==> src/rtl/instr_mem_responder_pkg.sv <==
// ---------------------------------------------------------------------------
// instr_mem_responder_pkg
// Shared definitions for the instruction-memory fetch responder:
//   - state_t            : responder FSM state encoding
//   - CMD_FETCH_DEFAULT  : command byte that opens a fetch request
//   - REPLY_BYTES_*      : number of UART bytes in one reply
// Build option: define RESP_CHECKSUM_EN to append an XOR checksum byte
// to every reply (adds the SEND_CK/WAIT_CK states).
// ---------------------------------------------------------------------------
package instr_mem_responder_pkg;

    localparam logic [7:0] CMD_FETCH_DEFAULT = 8'h03;

    localparam int REPLY_BYTES_PLAIN    = 2;
    localparam int REPLY_BYTES_CHECKSUM = 3;

`ifdef RESP_CHECKSUM_EN
    localparam int REPLY_BYTES = REPLY_BYTES_CHECKSUM;
`else
    localparam int REPLY_BYTES = REPLY_BYTES_PLAIN;
`endif

    typedef enum logic [3:0] {
        IDLE,
        GET_ADDR,
        MEM_RD,
        SEND_HI,
        WAIT_HI,
        SEND_LO,
        WAIT_LO
`ifdef RESP_CHECKSUM_EN
        ,
        SEND_CK,
        WAIT_CK
`endif
    } state_t;

endpackage

==> src/rtl/instr_mem_responder_if.sv <==
// ---------------------------------------------------------------------------
// instr_mem_responder_if
// Bundles the UART byte handshake and the instruction-memory read port
// seen by the responder.
//   rx_done/rx_data   : received byte strobe and data (from UART)
//   tx_en/tx_data     : transmit start strobe and byte (to UART)
//   tx_done           : transmit complete strobe (from UART)
//   mem_addr          : read address (to memory)
//   mem_rdata         : read data, valid one cycle after mem_addr (from memory)
// Modports:
//   slave  : the responder
//   master : the environment (UART + memory)
// ---------------------------------------------------------------------------
interface instr_mem_responder_if;

    logic        rx_done;
    logic [7:0]  rx_data;
    logic        tx_en;
    logic [7:0]  tx_data;
    logic        tx_done;
    logic [7:0]  mem_addr;
    logic [15:0] mem_rdata;

    modport slave (
        input  rx_done,
        input  rx_data,
        input  tx_done,
        input  mem_rdata,
        output tx_en,
        output tx_data,
        output mem_addr
    );

    modport master (
        output rx_done,
        output rx_data,
        output tx_done,
        output mem_rdata,
        input  tx_en,
        input  tx_data,
        input  mem_addr
    );

endinterface

==> src/rtl/instr_mem_responder.sv <==
// ---------------------------------------------------------------------------
// instr_mem_responder
// Serves instruction fetches requested over a UART byte link: a CMD_FETCH
// byte followed by an address byte causes one 16-bit memory read, and the
// word is returned high byte first, then low byte (then an XOR checksum
// byte when RESP_CHECKSUM_EN is defined). Only one byte is ever in flight.
//
// Ports:
//   clk        : system clock, rising edge
//   reset      : synchronous, active-low reset
//   bus        : UART + memory handshake (instr_mem_responder_if.slave)
//   busy       : high from command accept until the last reply byte is done
//   req_count  : number of completed fetches, wraps 255 -> 0
//   cmd_err    : sticky flag, set by an unknown command byte in IDLE
//
// Parameter:
//   CMD_FETCH  : command byte that opens a fetch request
//
// Build option: RESP_CHECKSUM_EN (default undefined = 2-byte replies).
// ---------------------------------------------------------------------------
module instr_mem_responder
    import instr_mem_responder_pkg::*;
#(
    parameter logic [7:0] CMD_FETCH = CMD_FETCH_DEFAULT
) (
    input  logic                        clk,
    input  logic                        reset,
    instr_mem_responder_if.slave        bus,
    output logic                        busy,
    output logic [7:0]                  req_count,
    output logic                        cmd_err
);

    state_t      state;
    state_t      state_next;

    logic [7:0]  addr;
    logic [15:0] word;
    logic [7:0]  tx_byte;
    logic [7:0]  tx_byte_next;

    logic        addr_load;
    logic        word_load;
    logic        err_set;
    logic        count_inc;

    always_ff @(posedge clk) begin
        if (!reset) begin
            state     <= IDLE;
            addr      <= '0;
            word      <= '0;
            tx_byte   <= '0;
            req_count <= '0;
            cmd_err   <= 1'b0;
        end else begin
            state   <= state_next;
            tx_byte <= tx_byte_next;
            if (addr_load) begin
                addr <= bus.rx_data;
            end
            if (word_load) begin
                word <= bus.mem_rdata;
            end
            if (count_inc) begin
                req_count <= req_count + 8'd1;
            end
            if (err_set) begin
                cmd_err <= 1'b1;
            end
        end
    end

    // The transmit byte is registered and loaded on the transition into each
    // SEND_* state, so it is already stable when tx_en rises and stays put
    // through the matching WAIT_* state.
    always_comb begin
        state_next   = state;
        tx_byte_next = tx_byte;
        addr_load    = 1'b0;
        word_load    = 1'b0;
        err_set      = 1'b0;
        count_inc    = 1'b0;

        unique case (state)
            IDLE: begin
                if (bus.rx_done) begin
                    if (bus.rx_data == CMD_FETCH) begin
                        state_next = GET_ADDR;
                    end else begin
                        err_set = 1'b1;
                    end
                end
            end
            GET_ADDR: begin
                if (bus.rx_done) begin
                    addr_load  = 1'b1;
                    state_next = MEM_RD;
                end
            end
            MEM_RD: begin
                // word is not yet loaded here, so the high byte comes
                // straight from the memory read data.
                word_load    = 1'b1;
                tx_byte_next = bus.mem_rdata[15:8];
                state_next   = SEND_HI;
            end
            SEND_HI: begin
                state_next = WAIT_HI;
            end
            WAIT_HI: begin
                if (bus.tx_done) begin
                    tx_byte_next = word[7:0];
                    state_next   = SEND_LO;
                end
            end
            SEND_LO: begin
                state_next = WAIT_LO;
            end
            WAIT_LO: begin
                if (bus.tx_done) begin
`ifdef RESP_CHECKSUM_EN
                    tx_byte_next = word[15:8] ^ word[7:0];
                    state_next   = SEND_CK;
`else
                    count_inc  = 1'b1;
                    state_next = IDLE;
`endif
                end
            end
`ifdef RESP_CHECKSUM_EN
            SEND_CK: begin
                state_next = WAIT_CK;
            end
            WAIT_CK: begin
                if (bus.tx_done) begin
                    count_inc  = 1'b1;
                    state_next = IDLE;
                end
            end
`endif
            default: begin
                state_next = IDLE;
            end
        endcase
    end

    // tx_en is decoded from the state so it pulses exactly once per SEND_*
    // visit; each SEND_* is only reached after the previous byte's tx_done.
    always_comb begin
        bus.tx_en = 1'b0;
        unique case (state)
            SEND_HI,
`ifdef RESP_CHECKSUM_EN
            SEND_CK,
`endif
            SEND_LO: bus.tx_en = 1'b1;
            default: bus.tx_en = 1'b0;
        endcase
    end

    assign busy         = (state != IDLE);
    assign bus.tx_data  = tx_byte;
    assign bus.mem_addr = addr;

endmodule

==> src/flat_wrapper.sv <==
// flat-port wrapper written by rule: the top's interface ports become plain ports
module instr_mem_responder_flat import instr_mem_responder_pkg::*;
#(
    parameter logic [7:0] CMD_FETCH = CMD_FETCH_DEFAULT
)
  (clk, reset, busy, req_count, cmd_err, bus_rx_done, bus_rx_data, bus_tx_done, bus_mem_rdata, bus_tx_en, bus_tx_data, bus_mem_addr);
  instr_mem_responder_if bus_i ();
  input  logic clk;
  input  logic reset;
  output logic busy;
  output logic [7:0] req_count;
  output logic cmd_err;
  input wire logic [$bits(bus_i.rx_done)-1:0] bus_rx_done;
  input wire logic [$bits(bus_i.rx_data)-1:0] bus_rx_data;
  input wire logic [$bits(bus_i.tx_done)-1:0] bus_tx_done;
  input wire logic [$bits(bus_i.mem_rdata)-1:0] bus_mem_rdata;
  output wire logic [$bits(bus_i.tx_en)-1:0] bus_tx_en;
  output wire logic [$bits(bus_i.tx_data)-1:0] bus_tx_data;
  output wire logic [$bits(bus_i.mem_addr)-1:0] bus_mem_addr;
  assign bus_i.rx_done = bus_rx_done;
  assign bus_i.rx_data = bus_rx_data;
  assign bus_i.tx_done = bus_tx_done;
  assign bus_i.mem_rdata = bus_mem_rdata;
  assign bus_tx_en = bus_i.tx_en;
  assign bus_tx_data = bus_i.tx_data;
  assign bus_mem_addr = bus_i.mem_addr;
  instr_mem_responder #(.CMD_FETCH(CMD_FETCH)) u_core (.clk(clk), .reset(reset), .bus(bus_i), .busy(busy), .req_count(req_count), .cmd_err(cmd_err));
endmodule
==> config.mk <==
export PLATFORM = sky130hd
export DESIGN_NAME = instr_mem_responder_flat
export DESIGN_NICKNAME = d
export VERILOG_FILES = /design/src/rtl/instr_mem_responder_pkg.sv /design/src/rtl/instr_mem_responder_if.sv /design/src/rtl/instr_mem_responder.sv /design/src/flat_wrapper.sv
export SDC_FILE = /design/constraint.sdc
export NUM_CORES = 1
export LEC_CHECK = 0
export ABC_AREA = 0
export BUFFER_PORTS_ARGS = -buffer_cell sky130_fd_sc_hd__clkbuf_2
export CAP_MARGIN = 40
export CORE_MARGIN = 2
export CORE_UTILIZATION = 40
export CTS_CLUSTER_SIZE = 8
export DETAILED_ROUTE_END_ITERATION = 7
export PLACE_DENSITY = 0.66
export SLEW_MARGIN = 20
export SYNTH_ARGS = -nofsm -noshare
export SYNTH_HDL_FRONTEND = slang
export SYNTH_SLANG_ARGS = --single-unit
==> constraint.sdc <==
create_clock -name clk -period 4.8 [get_ports clk]
set_clock_uncertainty 0.2 [all_clocks]
set_input_delay 0.24 -clock clk [delete_from_list [all_inputs] [get_ports clk]]
set_output_delay 0.24 -clock clk [all_outputs]
set_load 0.005 [all_outputs]
Word level (Yosys, flattened, before mapping):

Index checks and enable logic that the tools add are counted.

* add/subtract/negate cells: 1
* equality and inequality tests: 12
* muxes and demuxes: 17
* reductions and logical operators: 6

Operators with widths (number)
* 4-bit case mux with 7 select lines: 1
* 4-bit 2-to-1 mux: 5
* 8-bit case mux with 2 select lines: 1
* 4-bit by 3-bit equality test with 1-bit output (second input constant): 3
* 1-bit 2-to-1 mux: 9
* 8-bit by 1-bit adder with 8-bit output (second input constant): 1
* 4-bit by 2-bit equality test with 1-bit output (second input constant): 2
* 8-bit by 2-bit equality test with 1-bit output (second input constant): 1
* 8-bit 2-to-1 mux: 1
* 2-bit != test (second input constant): 4
* 5-bit AND reduction: 1
* 4-bit by 1-bit equality test with 1-bit output (second input constant): 1
* 4-bit zero test: 1
* 4-bit nonzero test: 1
* 2-bit by 1-bit != test with 1-bit output (second input constant): 1
* 2-bit AND reduction: 1
* 2-bit nonzero test: 1
* 2-bit OR reduction: 1

* register bits: 37
* input bits: 28
* output and inout bits: 27
* word-level logic and storage cells: 42

Logic depth before layout (Yosys ltp):

Gate-level depths: netlist (run 1).

* depth after elaboration: 4
* gate-level depth with buffers: 5
* gate-level depth less buffers: 4

Least setup slack after synthesis (run 1):

Ideal clock, no wire load.

* path type: register to register
* start: register u_core.state[2]
* end: register u_core.tx_byte[6] (netlist: u_core.bus.tx_data[6])
* arrival: 1.211 ns
* data required time: 4.476 ns
* slack: 3.264 ns
* stages on the path, launching flop included: 6
* period minus slack after synthesis: 1.536 ns
* cell sequence: dfxtp_1 > or3b_1 > clkbuf_1 > buf_6 > o221ai_1 > a21oi_1

* longest elaborated chain between the ends: 3
* elaborated cells on any way between the ends: 6

RTL lines
* from (decl): RTL line instr_mem_responder.sv:34 `state_t state;`
* from (signal assigned): RTL line instr_mem_responder.sv:56 `state <= state_next;`
* 4-bit by 3-bit equality test with 1-bit output or 4-bit by 2-bit equality test with 1-bit output (tied branches): RTL line instr_mem_responder.sv:84 `unique case (state)`
* 2-bit != test (no source line) or 2-bit nonzero test (tied branches)
* 2-bit AND reduction (no source line)
* to (signal assigned): RTL line instr_mem_responder.sv:57 `tx_byte <= tx_byte_next;`
* to (decl): RTL line instr_mem_responder.sv:39 `logic [7:0] tx_byte;`

Several ways; a longest one is shown, not always the timed one.
A chain may end at the register's enable or synchronous reset.

Final worst setup path (run 1):

* start: register u_core.state[2]
* end: register u_core.req_count[7]

* longest elaborated chain between the ends: 2

RTL lines
* 4-bit by 3-bit equality test with 1-bit output: RTL line instr_mem_responder.sv:84
* 1-bit 2-to-1 mux: RTL line instr_mem_responder.sv:84
* to (signal assigned): RTL line instr_mem_responder.sv:65 `req_count <= req_count + 8'd1;`
* to (decl): RTL line instr_mem_responder.sv:30 `output logic [7:0] req_count,`

No other way between the ends.

==> results of run 1 <==
## state kept, by name, indices dropped and copies added (netlist names)
signal,flops
u_core.bus.tx_data,8
u_core.state,3
u_core.word,8
u_core.cmd_err,1
u_core.req_count,8
u_core.bus.mem_addr,8
## area by class of cell
type / instances / share of cell area (%)
sequential: 36 / 35.3
inverter: 13 / 2.39
clock buffer: 7 / 4.72
tap: 48 / 2.94
clock inverter: 1 / 1.47
multi-input combinational: 114 / 36.0
timing repair buffer: 62 / 17.2
## power groups by stage
stage                     combinational [mW]  clock, mW  sequential [mW]
after floorplan                      0.00859          0            0.307
after global placement                0.0240          0            0.307
after detailed placement              0.0241          0            0.307
after CTS                             0.0292      0.296            0.300
after global routing                  0.0320      0.308            0.300
final                                 0.0292      0.286            0.300
## path summary, 6_finish.rpt
path	from	end	slack (ns)
max reg2reg	u_core.state[2]	u_core.req_count[7]	2.93
min reg2reg	u_core.bus.tx_data[7]	u_core.bus.tx_data[7]	0.24
max	u_core.state[2]	u_core.req_count[7]	2.93
min	bus_rx_data[2]	u_core.bus.mem_addr[2]	0.02
## worst max-delay path: cells and delay by family (launching register included)
| kind | cells | cell delay, ns |
|---|---|---|
| flops | 1 | 0.64 |
| compound gates | 1 | 0.14 |
| simple gates | 2 | 0.83 |
## synthesized netlist by cell type, drive strengths merged, types with 5 or more instances
master	count
dfxtp	36
a21oi	22
nand2	20
inv	13
nor2	12
mux2i	9
buf	8
o21ai	6
o221ai	6
or3	5
## cell usage in the layout (no fill, tap or decap), types with 3 or more instances in the layout
master | synthesis | routed
sky130_fd_sc_hd__a21oi_1 | 22 | 22
sky130_fd_sc_hd__clkbuf_2 | 0 | 54
sky130_fd_sc_hd__clkbuf_8 | 0 | 7
sky130_fd_sc_hd__dfxtp_1 | 36 | 36
sky130_fd_sc_hd__dlygate4sd3_1 | 0 | 8
sky130_fd_sc_hd__inv_1 | 12 | 12
sky130_fd_sc_hd__mux2i_1 | 9 | 9
sky130_fd_sc_hd__nand2_1 | 20 | 20
sky130_fd_sc_hd__nand3_1 | 3 | 3
sky130_fd_sc_hd__nand4bb_1 | 3 | 3
sky130_fd_sc_hd__nor2_1 | 12 | 12
sky130_fd_sc_hd__o21ai_0 | 6 | 6
sky130_fd_sc_hd__o221ai_1 | 6 | 6
sky130_fd_sc_hd__o31ai_1 | 3 | 3
sky130_fd_sc_hd__or3_1 | 5 | 5
sky130_fd_sc_hd__or4_1 | 3 | 3
## metal layers
| metal | vias to the layer above | wire length [um] | GRT usage [%] |
|---|---|---|---|
| met2 | 40 | 1550 | 26.6 |
| met1 | 629 | 1730 | 21.8 |
| met4 | 0 | 51 | 7.65 |
| met5 | - | 0 | 0 |
| li1 | 740 | - | - |
| met3 | 6 | 194 | 4.22 |
## through the flow
step	utilization [%]	std cells	setup slack [ns]	power [mW]	area (um^2)
final	54.9	281	2.93	0.615	2040
after global routing	54.9	281	2.81	0.640	2040
after CTS	54.9	281	2.93	0.625	2040
after detailed placement	49.4	265	2.94	0.331	1830
after global placement	49.4	265	2.98	0.331	1830
after floorplan	-	174	3.26	0.315	1580
## logic make-up after synthesis
| logic type | count (synthesis) | share of synthesized area [%] |
|---|---|---|
| flops | 36 | 45.6 |
| simple gates | 57 | 20.7 |
| compound gates | 46 | 18.7 |
| buf+inv | 24 | 7.92 |
| fa+ha+maj | 1 | 0.792 |
| mux | 9 | 5.70 |
| xor+xnor | 1 | 0.554 |
==> impl_metrics.env, run 1 <==
export IMPL_ff_latch_area_um2=721
export IMPL_max_freq_mhz=533
export IMPL_maxCapViolations=0
export IMPL_slowest_stage_cell_on_the_critical_path="sky130_fd_sc_hd__dfxtp_1"
export IMPL_synth_nets=203
export IMPL_grt_overflow=0
export IMPL_setup_worst_path_start_class="flop"
export IMPL_power_static_leakage_nw=0.808
export IMPL_largest_vdd_supply_drop_mv=0.194
export IMPL_setup_viol=0
export IMPL_arrival_ns=1.89
export IMPL_ys_ff_latch=36
export IMPL_drt_pass1_iterations=4
export IMPL_chipHeight_um=66.9
export IMPL_timing_final_crit_share_pct=39.1
export IMPL_pwr_share_clk_pct=46.5
export IMPL_cts_buffers_inserted=5
export IMPL_synth_flop_cell="sky130_fd_sc_hd__dfxtp_1"
export IMPL_detail_route_iter0_violations=39
export IMPL_run_status="finished, final reports clean"
export IMPL_post_synth_top_area_fraction_pct=45.6
export IMPL_antenna_diode_count=0
export IMPL_dieWidth_um=66.9
export IMPL_die_area_mm2=0.00447
export IMPL_drcViolationCount=0
export IMPL_area_growth_pct=29.1
export IMPL_period_minus_slack_ns=1.87
export IMPL_multi_input_comb_area_um2=734
export IMPL_num_nets_final=261
export IMPL_switching_share_pct=19.0
export IMPL_floorplan_initialDensity_pct=42.5
export IMPL_power_internal_mw=0.498
export IMPL_io_buffers=54
export IMPL_critical_path_max_stage_delay_ns=0.64
export IMPL_floorplan_core_area_mm2=0.00372
export IMPL_postCtsResizedCells=0
export IMPL_p_comb_share_pct=4.7
export IMPL_hold_violations=0
export IMPL_setup_tns_final_ns=0
export IMPL_wl_per_cell_um=12.5
export IMPL_post_synth_instance_area_mm2=0.00158
export IMPL_syn_inst=174
export IMPL_post_route_cells_drive_above_1_share_pct=29.2
export IMPL_grt_start_max_net_pins=29
export IMPL_clock_path_buffers=2
export IMPL_place_detailed_hpwl_mm=2.41
export IMPL_clkLatencyLatePin_ns=0.28
export IMPL_finalWeightedCongestion=0.823
export IMPL_grt_antenna_before_repair=0
export IMPL_std_cell_rows=22
export IMPL_ys_async_sr_fraction_pct=0
export IMPL_power_switching_mw=0.117
export IMPL_filler_cell_count=356
export IMPL_ys_seq_area_share_pct=45.6
export IMPL_power_per_cell_area_mw_per_mm2=301
export IMPL_grt_first_pass_wirelength_mm=5.73
export IMPL_postRouteAntennaNets=0
export IMPL_crit_chain="nand4b_4, or4_1, a21oi_1"
export IMPL_timing_hold_worst_class="primary input to flop"
export IMPL_root_buffer="sky130_fd_sc_hd__clkbuf_8"
export IMPL_num_io_pins=55
export IMPL_unrepaired_setup_endpoints_after_global_routing="false"
export IMPL_syn_mean_instance_area_um2=9.08
export IMPL_vias_per_cell=5.04
export IMPL_unique_masters_post_synth=36
export IMPL_clk_transition_reported_paths_ns=0.07
export IMPL_cp_max_fo=16
export IMPL_synth_top_cells_by_area="sky130_fd_sc_hd__dfxtp_1 46%, sky130_fd_sc_hd__a21oi_1 7.0%, sky130_fd_sc_hd__mux2i_1 5.7%, sky130_fd_sc_hd__nand2_1 4.8%, sky130_fd_sc_hd__o221ai_1 3.3%"
export IMPL_netlist_top_cell_by_area="sky130_fd_sc_hd__dfxtp_1"
export IMPL_synth_enable_flop_cells=0
export IMPL_maxSlewHeadroom_pct=62.2
export IMPL_post_cts_setup_buffer_count=0
export IMPL_clock_sink_count=36
export IMPL_worst_slew_pin_transition_ns=0.564
export IMPL_grt_total_usage_pct=17.0
export IMPL_hold_depth=3
export IMPL_grt_pass1_vias=1253
export IMPL_detailroute_via_count=1415
export IMPL_synth_yosys_warnings=0
export IMPL_wirelength_mm=3.52
export IMPL_htree_num_levels=2
export IMPL_crit_path_end_kind="flop"
export IMPL_cts_tree="done"
export IMPL_seqPwrFrac_pct=48.8
export IMPL_cts_hold_buffers_added=8
export IMPL_hold_ws_ns=0.0172
export IMPL_rr_worst_depth=3
export IMPL_critical_path_required_time_ns=4.81
export IMPL_maxSlewViolCount=0
export IMPL_timing_worst_setup_path_type="flop to flop"
Power figures use the tool's default switching activity.
==> run 2, diff against run 1 <==
--- a/config.mk
+++ b/config.mk
@@ -5,14 +5,14 @@
 export SDC_FILE = /design/constraint.sdc
 export NUM_CORES = 1
 export LEC_CHECK = 0
-export ABC_AREA = 0
+export ABC_AREA = 1
 export BUFFER_PORTS_ARGS = -buffer_cell sky130_fd_sc_hd__clkbuf_2
 export CAP_MARGIN = 40
 export CORE_MARGIN = 2
 export CORE_UTILIZATION = 40
 export CTS_CLUSTER_SIZE = 8
 export DETAILED_ROUTE_END_ITERATION = 7
-export PLACE_DENSITY = 0.66
+export PLACE_DENSITY = 0.68
 export SLEW_MARGIN = 20
 export SYNTH_ARGS = -nofsm -noshare
 export SYNTH_HDL_FRONTEND = slang
==> constraint.sdc (replaced) <==
create_clock -name clk -period 1.6 [get_ports clk]
set_clock_uncertainty 0.2 [all_clocks]
set_input_delay 0.08 -clock clk [delete_from_list [all_inputs] [get_ports clk]]
set_output_delay 0.08 -clock clk [all_outputs]
set_load 0.005 [all_outputs]
==> run 2 against run 1 <==
Against the previous run:
- synthesized cell count is 32% higher
- worst setup slack worse by 2.8 ns
- combinational power grew to 5.4 times the previous value
- sequential share of layout area fell by 4.3 points
- critical path depth up 2
- clock power up 110%
- non-clock buffer count up 23
- via count increased by 20%
- cell area rose by 14%
- routed wire length up 12%
- critical path type is now flop to output port
- highest routed layer unchanged
==> impl_metrics.env, run 2 <==
export IMPL_run_status="finished, final reports clean"
export IMPL_clock_path_buffers=2
export IMPL_filler_cell_count=379
export IMPL_synth_nets=258
export IMPL_ys_async_sr_fraction_pct=0
export IMPL_hold_violations=0
export IMPL_syn_mean_instance_area_um2=7.14
export IMPL_synth_mux_area_share_pct=0
export IMPL_maxCapViolations=0
export IMPL_largest_vdd_supply_drop_mv=0.519
export IMPL_synth_compound_area_share_pct=18.3
export IMPL_worst_slew_pin_transition_ns=0.566
export IMPL_netlist_top_cell_by_area="sky130_fd_sc_hd__dfxtp_1"
export IMPL_ys_ff_latch=36
export IMPL_power_static_leakage_nw=1.11
export IMPL_area_growth_pct=42.5
export IMPL_htree_num_levels=2
export IMPL_synth_yosys_warnings=0
export IMPL_finish_utilization_pct=58.7
export IMPL_cts_buffers_inserted=5
export IMPL_grt_antenna_before_repair=0
export IMPL_post_synth_top_area_fraction_pct=44.1
export IMPL_synthMostInstantiatedCell="sky130_fd_sc_hd__nand2_1"
export IMPL_detail_route_iter0_violations=95
export IMPL_critical_path_required_time_ns=1.32
export IMPL_finalPower_mw=1.66
export IMPL_clkLatencyLatePin_ns=0.28
export IMPL_postRouteAntennaNets=0
export IMPL_std_cell_rows=23
export IMPL_arrival_ns=1.22
export IMPL_hold_ws_ns=0.191
export IMPL_place_detailed_hpwl_mm=2.57
export IMPL_crit_path_end_kind="output port"
export IMPL_post_synth_instance_area_mm2=0.00164
export IMPL_synth_top_cells_by_area="sky130_fd_sc_hd__dfxtp_1 44%, sky130_fd_sc_hd__nand2_1 8.7%, sky130_fd_sc_hd__nor2_1 8.5%, sky130_fd_sc_hd__o21ai_0 8.3%, sky130_fd_sc_hd__a21oi_1 7.0%"
export IMPL_timing_hold_worst_class="primary input to flop"
export IMPL_maxSlewViolCount=0
export IMPL_min_from="reset"
export IMPL_io_buffers=54
export IMPL_clock_sink_count=36
export IMPL_chipHeight_um=67.9
export IMPL_max_freq_mhz=665
export IMPL_multi_input_comb_area_um2=768
export IMPL_timing_worst_setup_path_type="flop to output port"
export IMPL_setup_tns_final_ns=0
export IMPL_wirelength_mm=3.93
export IMPL_root_buffer="sky130_fd_sc_hd__clkbuf_8"
export IMPL_timing_final_crit_share_pct=94.0
export IMPL_grt_overflow=0
export IMPL_layout_cells_most_common_list="54 x sky130_fd_sc_hd__clkbuf_2, 38 x sky130_fd_sc_hd__nand2_1, 35 x sky130_fd_sc_hd__nor2_1, 34 x sky130_fd_sc_hd__dfxtp_1"
export IMPL_period_minus_slack_ns=1.50
export IMPL_floorplan_core_area_mm2=0.00397
export IMPL_synth_enable_flop_cells=0
export IMPL_vias_per_cell=4.65
export IMPL_finish_instance_area_mm2=0.00233
export IMPL_cts_tree="done"
export IMPL_dieWidth_um=67.9
export IMPL_grt_start_max_net_pins=34
export IMPL_synthSimpleGateAreaFrac_pct=26.8
export IMPL_num_io_pins=55
export IMPL_placed_area_mm2=0.00198
export IMPL_mostFrequentLayoutCell="sky130_fd_sc_hd__clkbuf_2"
export IMPL_die_area_mm2=0.00462
export IMPL_ff_latch_area_um2=723
export IMPL_wl_per_cell_um=10.8
export IMPL_power_per_cell_area_mw_per_mm2=711
export IMPL_drcViolationCount=0
export IMPL_synth_flop_cell="sky130_fd_sc_hd__dfxtp_1"
export IMPL_start_of_the_worst_register_to_register_path="u_core.state[0]"
export IMPL_setup_viol=0
export IMPL_detailroute_via_count=1696
export IMPL_finalWeightedCongestion=0.778
export IMPL_dominant_combinational_cell_family_by_area_after_synthesis="simple AND/OR/NAND/NOR gates"
export IMPL_synthAdderAreaFrac_pct=0.765
export IMPL_post_route_cells_drive_above_1_share_pct=26.3
export IMPL_floorplan_initialDensity_pct=41.2
export IMPL_unique_masters_post_synth=23
export IMPL_num_nets_final=344
export IMPL_yosys_top_cells_count="38 x sky130_fd_sc_hd__nand2_1, 37 x sky130_fd_sc_hd__nor2_1, 36 x sky130_fd_sc_hd__dfxtp_1"
export IMPL_setup_worst_path_start="u_core.state[1]"
export IMPL_unrepaired_setup_endpoints_after_global_routing="false"
export IMPL_antenna_diode_count=0
export IMPL_grt_pass1_vias=1483
export IMPL_syn_inst=229
export IMPL_xor_and_xnor_area_share_after_synthesis_pct=0.536
export IMPL_setup_worst_path_start_class="flop"
export IMPL_drt_pass1_iterations=4
export IMPL_grt_first_pass_wirelength_mm=6.40
export IMPL_clk_transition_reported_paths_ns=0.06
export IMPL_maxSlewHeadroom_pct=62.3
export IMPL_cp_max_fo=6
export IMPL_ys_seq_area_share_pct=44.1
export IMPL_grt_total_usage_pct=18.5
run 2: final cells by class:
type | count | area share (%)
Clock buffer | 6 | 3.11
Clock inverter | 1 | 0.215
Inverter | 31 | 5.10
Multi-Input combinational cell | 156 | 33.0
Sequential cell | 36 | 31.0
Tap cell | 50 | 2.68
Timing Repair Buffer | 85 | 24.9
run 2: final timing paths:
path | to | slack [ns] | cells past startpoint
max | bus_tx_en | 0.1 | 5
min reg2reg | u_core.cmd_err | 0.25 | 2
min | u_core.req_count[3] | 0.19 | 3
max reg2reg | u_core.bus.tx_data[5] | 0.15 | 8
run 2: cell families after synthesis:
logic type,count (synthesis)
simple gates,95
xor+xnor,1
fa+ha+maj,1
flops,36
compound gates,59
buf+inv,37
run 2: report_power, final:
part / total [mW] / internal (mW) / switching (mW) / leakage [nW]
combinational: 0.158 / 0.0888 / 0.0695 / 0.778
clock: 0.594 / 0.295 / 0.298 / 0.0410
sequential: 0.905 / 0.902 / 0.00338 / 0.291
run 2: metrics by stage:
step	instances	setup WS, ns
floorplan	229	0.237
CTS	365	0.0261
global route	365	0.00129
finish	365	0.0962
detailed placement	332	0.111
global placement	332	0.117
run 2: critical path, cell delays in order (launching register included):
cell                       delay, ns
sky130_fd_sc_hd__dfxtp_2        0.43
sky130_fd_sc_hd__nor2_2         0.07
sky130_fd_sc_hd__inv_2          0.09
sky130_fd_sc_hd__nand2_1        0.06
sky130_fd_sc_hd__nor2_1         0.14
sky130_fd_sc_hd__clkbuf_2       0.14
run 2: timing repair:
| item | 4_1_cts | 5_1_grt |
|---|---|---|
| gates cloned | 0 | 0 |
| buffers inserted | 0 | 0 |
| setup endpoints to repair | 2 | 11 |
| hold buffers | 26 | 0 |
| endpoints found under the hold margin | 26 | 0 |
| pin swaps | 0 | 0 |
| gates resized for setup | 1 | 5 |
run 2: routing by layer:
metal / vias to the layer above / global-route usage, % / share of wire (%) / wire, um
met4: 0 / 6.75 / 1.9 / 75
met2: 44 / 29.2 / 46 / 1820
met5: - / 0 / 0 / 0
met3: 8 / 6.09 / 5.6 / 220
met1: 742 / 23.4 / 46 / 1820
li1: 902 / - / - / -
